$ cat src/rtl/deco_lectura_registros.sv
// ---------------------------------------------------------------------------
// deco_lectura_registros
//
// Read-side responder for the neural-network register map. Decodes bus read
// requests against the coefficient bank, offset, input, status and captured
// result registers. It returns registered data one cycle after the request.
// It also keeps sticky Done/Overrun flags and a held copy of the network result.
//
// Ports:
//   Clock      rising-edge system clock
//   ResetN     synchronous active-low reset
//   Address    byte address of the access (word aligned)
//   Read       read strobe, one request per cycle
//   Write      write strobe of the same bus; a read with Write=1 is ignored
//   Coeff      flattened coefficient registers, coeff k at [k*DATA_WIDTH +: DATA_WIDTH]
//   Offset     offset coefficient register
//   Entrada    input register
//   Salida     network result, valid only while Done is high
//   Done       single-cycle end-of-computation pulse
//   Busy       network computing, reported live in status bit 0
//   ReadData   registered read data
//   ReadValid  one-cycle response strobe
//   ReadError  response qualifier: unmapped address
//   DoneIrq    level copy of the sticky Done flag
// ---------------------------------------------------------------------------
module deco_lectura_registros #(
    parameter int DATA_WIDTH = 32,
    parameter int NUM_COEFF  = 20,
    parameter int ADDR_WIDTH = 9
) (
    input  logic                            Clock,
    input  logic                            ResetN,
    input  logic [ADDR_WIDTH-1:0]           Address,
    input  logic                            Read,
    input  logic                            Write,
    input  logic [NUM_COEFF*DATA_WIDTH-1:0] Coeff,
    input  logic [DATA_WIDTH-1:0]           Offset,
    input  logic [DATA_WIDTH-1:0]           Entrada,
    input  logic [DATA_WIDTH-1:0]           Salida,
    input  logic                            Done,
    input  logic                            Busy,
    output logic [DATA_WIDTH-1:0]           ReadData,
    output logic                            ReadValid,
    output logic                            ReadError,
    output logic                            DoneIrq
);

    localparam logic [ADDR_WIDTH-1:0] ADDR_OFFSET  = ADDR_WIDTH'('h150);
    localparam logic [ADDR_WIDTH-1:0] ADDR_ENTRADA = ADDR_WIDTH'('h154);
    localparam logic [ADDR_WIDTH-1:0] ADDR_START   = ADDR_WIDTH'('h158);
    localparam logic [ADDR_WIDTH-1:0] ADDR_STATUS  = ADDR_WIDTH'('h15C);
    localparam logic [ADDR_WIDTH-1:0] ADDR_RESULT  = ADDR_WIDTH'('h160);

    typedef enum logic {
        IDLE,
        RESP
    } state_t;

    state_t                  state;
    state_t                  next_state;
    logic                    accept;
    logic                    status_read;
    logic [DATA_WIDTH-1:0]   dec_data;
    logic                    dec_error;
    logic [DATA_WIDTH-1:0]   read_data;
    logic                    read_error;
    logic                    done_sticky;
    logic                    overrun;
    logic                    sticky_next;
    logic                    overrun_next;
    logic [DATA_WIDTH-1:0]   result_hold;

    // A read that collides with a write on the same bus is ignored entirely.
    assign accept      = Read & ~Write;
    assign status_read = accept & (Address == ADDR_STATUS);

    // Address decode. Every mapped address is word aligned, so any access
    // with Address[1:0] != 0 drops through to the error default.
    always_comb begin
        dec_data  = '0;
        dec_error = 1'b1;
        for (int k = 0; k < NUM_COEFF; k++) begin
            if (Address == ADDR_WIDTH'('h100 + 4 * k)) begin
                dec_data  = Coeff[k*DATA_WIDTH +: DATA_WIDTH];
                dec_error = 1'b0;
            end
        end
        case (Address)
            ADDR_OFFSET: begin
                dec_data  = Offset;
                dec_error = 1'b0;
            end
            ADDR_ENTRADA: begin
                dec_data  = Entrada;
                dec_error = 1'b0;
            end
            ADDR_START: begin
                dec_data  = '0;
                dec_error = 1'b0;
            end
            ADDR_STATUS: begin
                dec_data  = {{(DATA_WIDTH-3){1'b0}}, overrun, done_sticky, Busy};
                dec_error = 1'b0;
            end
            ADDR_RESULT: begin
                dec_data  = result_hold;
                dec_error = 1'b0;
            end
            default: ;
        endcase
    end

    // Response FSM: RESP lasts one cycle per accepted request and chains
    // directly into another RESP on back-to-back requests.
    always_comb begin
        next_state = state;
        case (state)
            IDLE:    next_state = accept ? RESP : IDLE;
            RESP:    next_state = accept ? RESP : IDLE;
            default: next_state = IDLE;
        endcase
    end

    always_ff @(posedge Clock) begin
        if (!ResetN) begin
            state <= IDLE;
        end else begin
            state <= next_state;
        end
    end

    // Response data and error. Data holds between responses, while error
    // is forced low whenever there is no response.
    always_ff @(posedge Clock) begin
        if (!ResetN) begin
            read_data  <= '0;
            read_error <= 1'b0;
        end else if (accept) begin
            read_data  <= dec_data;
            read_error <= dec_error;
        end else begin
            read_error <= 1'b0;
        end
    end

    // Sticky flags. A status read clears both flags. A coincident Done
    // overrides that clear for DoneSticky. Overrun then reflects only
    // whether DoneSticky was already set before this edge.
    always_comb begin
        sticky_next  = done_sticky;
        overrun_next = overrun;
        if (status_read) begin
            sticky_next  = 1'b0;
            overrun_next = 1'b0;
        end
        if (Done) begin
            sticky_next  = 1'b1;
            overrun_next = done_sticky | (overrun & ~status_read);
        end
    end

    // A result read on the Done edge sees the old value because the decode
    // uses result_hold before this update.
    always_ff @(posedge Clock) begin
        if (!ResetN) begin
            done_sticky <= 1'b0;
            overrun     <= 1'b0;
            result_hold <= '0;
        end else begin
            done_sticky <= sticky_next;
            overrun     <= overrun_next;
            if (Done) begin
                result_hold <= Salida;
            end
        end
    end

    assign ReadData  = read_data;
    assign ReadError = read_error;
    assign ReadValid = (state == RESP);
    assign DoneIrq   = done_sticky;

endmodule
$ cat config.mk
export PLATFORM = sky130hd
export DESIGN_NAME = deco_lectura_registros
export DESIGN_NICKNAME = d
export VERILOG_FILES = /design/src/rtl/deco_lectura_registros.sv
export SDC_FILE = /design/constraint.sdc
export NUM_CORES = 1
export LEC_CHECK = 0
export CORE_AREA = 2 2 304 306
export DETAILED_ROUTE_END_ITERATION = 12
export DIE_AREA = 0 0 306 308
export PLACE_DENSITY = 0.45
export SYNTH_ARGS = -nofsm -noshare
export SYNTH_HDL_FRONTEND = slang
export SYNTH_SLANG_ARGS = --single-unit
$ cat constraint.sdc
create_clock -name Clock -period 3.3 [get_ports Clock]
set_input_delay 0.66 -clock Clock [delete_from_list [all_inputs] [get_ports Clock]]
set_output_delay 0.66 -clock Clock [all_outputs]
set_load 0.02 [all_outputs]
==> flow_summary.json <==
{
  "status": "finished, final reports clean",
  "via_per_inst": 4.75,
  "critical_path_class": "input pin to flop",
  "setup.worst_path.end_class": "flop",
  "finalCriticalPeriod_ns": 3.21,
  "place_hpwl_mm": 110,
  "number_of_global_route_vias_before_repair": 17700,
  "synthesized_area_fraction_occupied_by_ao_oa_aoi_and_oai_cells_pct": 41.6,
  "clock_tree_from_tritoncts": "built",
  "placed_area_um2": 21800,
  "worstPathMaxFanout": 7,
  "relative_contribution_of_the_clock_network_to_total_power_pct": 27.6,
  "1st_pass_router_iterations": 5,
  "finalClockSkew_ns": 0.0143,
  "hold_viol": 0,
  "critPathLaunchType": "input pin",
  "power_frac_comb_pct": 51.1,
  "synth-xor-area-share_pct": 0,
  "timing.fmax_mhz": 311,
  "synth_flop_cell": "sky130_fd_sc_hd__dfxtp_1",
  "worst_max_slew_pin_slew_ns": 0.924,
  "final.hold.worst_slack_ns": 0.481,
  "synth.lib_cells_used.distinct": 84,
  "route.final.wire_length_mm": 126,
  "number_of_routed_nets_with_antenna_violations": 0,
  "finish.instance_area_um2": 22200,
  "syn-cell-area_um2": 10300,
  "cells_after_dpl": 3519,
  "ys_async_sr_fraction_pct": 0,
  "cts-root-buf": "sky130_fd_sc_hd__clkbuf_16",
  "io_buffer_count": 785,
  "dp_slack_ns": -0.854,
  "grt-ovfl-total": 0,
  "power.leakage_nw": 7.97,
  "syn-mean-instance-area_um2": 7.39,
  "power.share.switching_pct": 33.7,
  "cts.reportedPaths.clkPinSlew_ns": 0.07,
  "yosysSeqAreaShare_pct": 13.2,
  "drtIter0Drc": 1356,
  "die_outline_area_um2": 94200,
  "p_switching_mw": 1.41,
  "initial_core_util_pct": 11.3,
  "pin_count_of_the_biggest_net_entering_global_routing": 44,
  "ctsLongestPathBuffers": 2,
  "synth_top_family_by_area": "compound AO/OA/AOI/OAI gates",
  "antenna_found_initial": 73,
  "floorplan.io_pins": 786,
  "detail_route.drc_violations": 0,
  "worst_skew_late_latency_ns": 0.37,
  "post-route-worst-setup-slack_ns": 0.0862,
  "detailroute.via_count": 16900,
  "globalplace.congestion": 0.926,
  "ir_drop_uv": 222,
  "worstPathRequired_ns": 3.62,
  "grt_setup_unrepaired": "no",
  "final_net_count": 3095,
  "tightest_slew_margin_relative_to_the_limit_pct": 37.8,
  "timing.hold.worst.class": "flop to flop",
  "synth-edff-count": 0,
  "number_of_cts_inserted_buffers": 9,
  "clock_sinks": 68,
  "internal_power_mw": 2.78,
  "cts_htree_levels": 3,
  "post_cts_buffers": 0,
  "slew_viol_final": 0,
  "placement_rows": 111,
  "grt_first_pass_wirelength_mm": 163,
  "power_mw": 4.19,
  "dieHeight_um": 308,
  "drv.max_cap_violation_count": 0,
  "post_synth_and_or_nand_nor_area_fraction_pct": 20.8,
  "crit_arrival_ns": 3.53,
  "final_cells": 3558,
  "num-fill-cells": 10100,
  "die_width_um": 306,
  "synth_mux_area_share_pct": 16.9,
  "yosysWarningCount": 0,
  "synth_cells": 1394,
  "drive_above_1_share_pct": 19.3,
  "min_period_over_period_pct": 97.4,
  "routedWlPerCell_um": 35.5,
  "share_seq_of_total_power_pct": 21.3,
  "final-setup-viol-count": 0,
  "post_synth_fa_ha_maj_area_fraction_pct": 0,
  "synth_seq_cells": 68,
  "powerDensity_nw_per_um2": 188,
  "area_growth_pct": 116,
  "syn-num-nets": 2145,
  "core-area_um2": 91000,
  "grt_use_total_pct": 25.7
}
worst paths after layout:
| kind | start | endpoint | slack, ns | cells after the start |
|---|---|---|---|---|
| setup / recovery | Address[5] | ReadData[4]$_SDFFE_PN0P_ | 0.09 | 11 |
| hold reg to reg | ReadData[1]$_SDFFE_PN0P_ | ReadData[1]$_SDFFE_PN0P_ | 0.48 | 2 |
| setup reg to reg | result_hold[8]$_SDFFE_PN0P_ | ReadData[8]$_SDFFE_PN0P_ | 1.41 | 5 |
| hold / removal | ReadData[1]$_SDFFE_PN0P_ | ReadData[1]$_SDFFE_PN0P_ | 0.48 | 2 |
metal layers:
layer  up-vias  global-route usage (%)  share of wire, %
met5         -                       0              0.43
met4        82                    4.47               1.8
met3       160                    8.23               8.3
met2       821                    45.8                49
met1      8365                    30.1                41
li1       7484                       -                 -
logic make-up (layout without fill, tap and decap cells):
kind of cell / Yosys count / in the layout
AO/OA/AOI/OAI: 616 / 616
flip-flops: 68 / 68
other: 0 / 23
buffers and inverters: 162 / 1117
AND/OR/NAND/NOR: 396 / 396
multiplexers: 152 / 152
registers in the layout, summed over array words and instances, names as in the netlist:
name,cells
DoneIrq,1
ReadData,32
ReadError,1
ReadValid,1
overrun,1
result_hold,32
Yosys cell counts (7+ instances only):
cell type,count,area (µm²)
sky130_fd_sc_hd__o21ai_0,136,681
sky130_fd_sc_hd__a22oi_1,35,263
sky130_fd_sc_hd__a221o_1,28,280
sky130_fd_sc_hd__mux2_2,37,417
sky130_fd_sc_hd__a21o_1,12,90.1
sky130_fd_sc_hd__a32oi_1,15,131
sky130_fd_sc_hd__o211ai_1,12,90.1
sky130_fd_sc_hd__o221ai_1,17,149
sky130_fd_sc_hd__nor2_1,95,357
sky130_fd_sc_hd__o32ai_1,9,78.8
sky130_fd_sc_hd__dfxtp_1,68,1360
sky130_fd_sc_hd__a31oi_1,24,150
sky130_fd_sc_hd__nor4_1,18,113
sky130_fd_sc_hd__o21bai_1,7,52.6
sky130_fd_sc_hd__a221oi_1,25,219
sky130_fd_sc_hd__nand2_1,75,282
sky130_fd_sc_hd__a211oi_1,32,240
sky130_fd_sc_hd__a2111oi_0,12,105
sky130_fd_sc_hd__mux4_2,14,315
sky130_fd_sc_hd__a21oi_1,114,571
sky130_fd_sc_hd__inv_1,7,26.3
sky130_fd_sc_hd__o22ai_1,31,194
sky130_fd_sc_hd__nand3_1,49,245
sky130_fd_sc_hd__nor3_1,35,175
sky130_fd_sc_hd__buf_6,7,78.8
sky130_fd_sc_hd__buf_4,8,60.1
sky130_fd_sc_hd__o221a_2,13,146
sky130_fd_sc_hd__buf_1,12,45.0
sky130_fd_sc_hd__clkbuf_1,64,240
sky130_fd_sc_hd__nand2b_1,12,75.1
sky130_fd_sc_hd__and3_1,8,50.1
sky130_fd_sc_hd__buf_2,63,315
sky130_fd_sc_hd__a22o_1,32,280
sky130_fd_sc_hd__mux2i_1,101,1010
sky130_fd_sc_hd__nor2b_1,50,313
area by class of cell:
class                      instances  area [µm²]  area share (%)
clock buffer                      10         239            1.07
timing repair buffer            1094       10600            47.9
tap                             1186        1480            6.67
sequential                        68        1360            6.12
clock inverter                     6        87.6           0.394
multi-input combinational       1164        8340            37.5
inverter                           7        26.3           0.118
antenna                           23        57.6           0.259
critical path: stages:
cell,delay (ns)
sky130_fd_sc_hd__clkdlybuf4s50_1,0.56
sky130_fd_sc_hd__buf_4,0.20
sky130_fd_sc_hd__or4b_2,0.68
sky130_fd_sc_hd__buf_4,0.20
sky130_fd_sc_hd__nor3_2,0.17
sky130_fd_sc_hd__buf_4,0.18
sky130_fd_sc_hd__a32o_1,0.12
sky130_fd_sc_hd__o21ai_0,0.09
sky130_fd_sc_hd__a31oi_1,0.33
sky130_fd_sc_hd__buf_4,0.17
sky130_fd_sc_hd__o221a_2,0.16
cell usage in the layout (no fill, tap or decap), drive strengths merged, types with 7 or more instances in the layout:
master         count
o221ai            17
clkdlybuf4s50    780
o32ai              9
and3               8
a22o              32
a21o              12
a2111oi           13
diode             23
a221oi            25
mux2              37
nand2b            12
a21oi            114
o221a             13
buf              313
o211ai            14
nor2b             50
nand2             77
o21bai             7
o22ai             31
nor3              39
a22oi             35
nor4              19
mux2i            101
clkbuf            10
inv                7
dfxtp             68
a221o             28
a211oi            32
nor2              99
mux4              14
a32oi             15
o21ai            136
nand3             49
a31oi             24
power groups by stage:
stage / Clock, mW / Combinational, mW / Sequential, mW
6_report: 1.15 / 2.14 / 0.894
5_1_grt: 1.20 / 2.23 / 0.898
4_1_cts: 1.18 / 2.14 / 0.893
3_5_place_dp: 0 / 2.13 / 0.910
3_3_place_gp: 0 / 2.13 / 0.912
2_1_floorplan: 0 / 0.568 / 0.925
repair_timing:
action | CTS | global route
hold endpoints to repair | 0 | 0
pin swaps | 0 | 2
setup endpoints to repair | 5 | 7
gates cloned | 0 | 0
hold buffers | 0 | 0
gates resized for setup | 9 | 11
metrics by stage:
stage | util (%) | setup TNS (ns)
final | 24.4 | 0
after detailed placement | 24.0 | -8.50
after floorplan | - | 0
after global placement | 24.0 | -8.59
after CTS | 24.3 | 0
after global routing | 24.4 | 0
No activity file was read; power rests on OpenSTA's default activity.
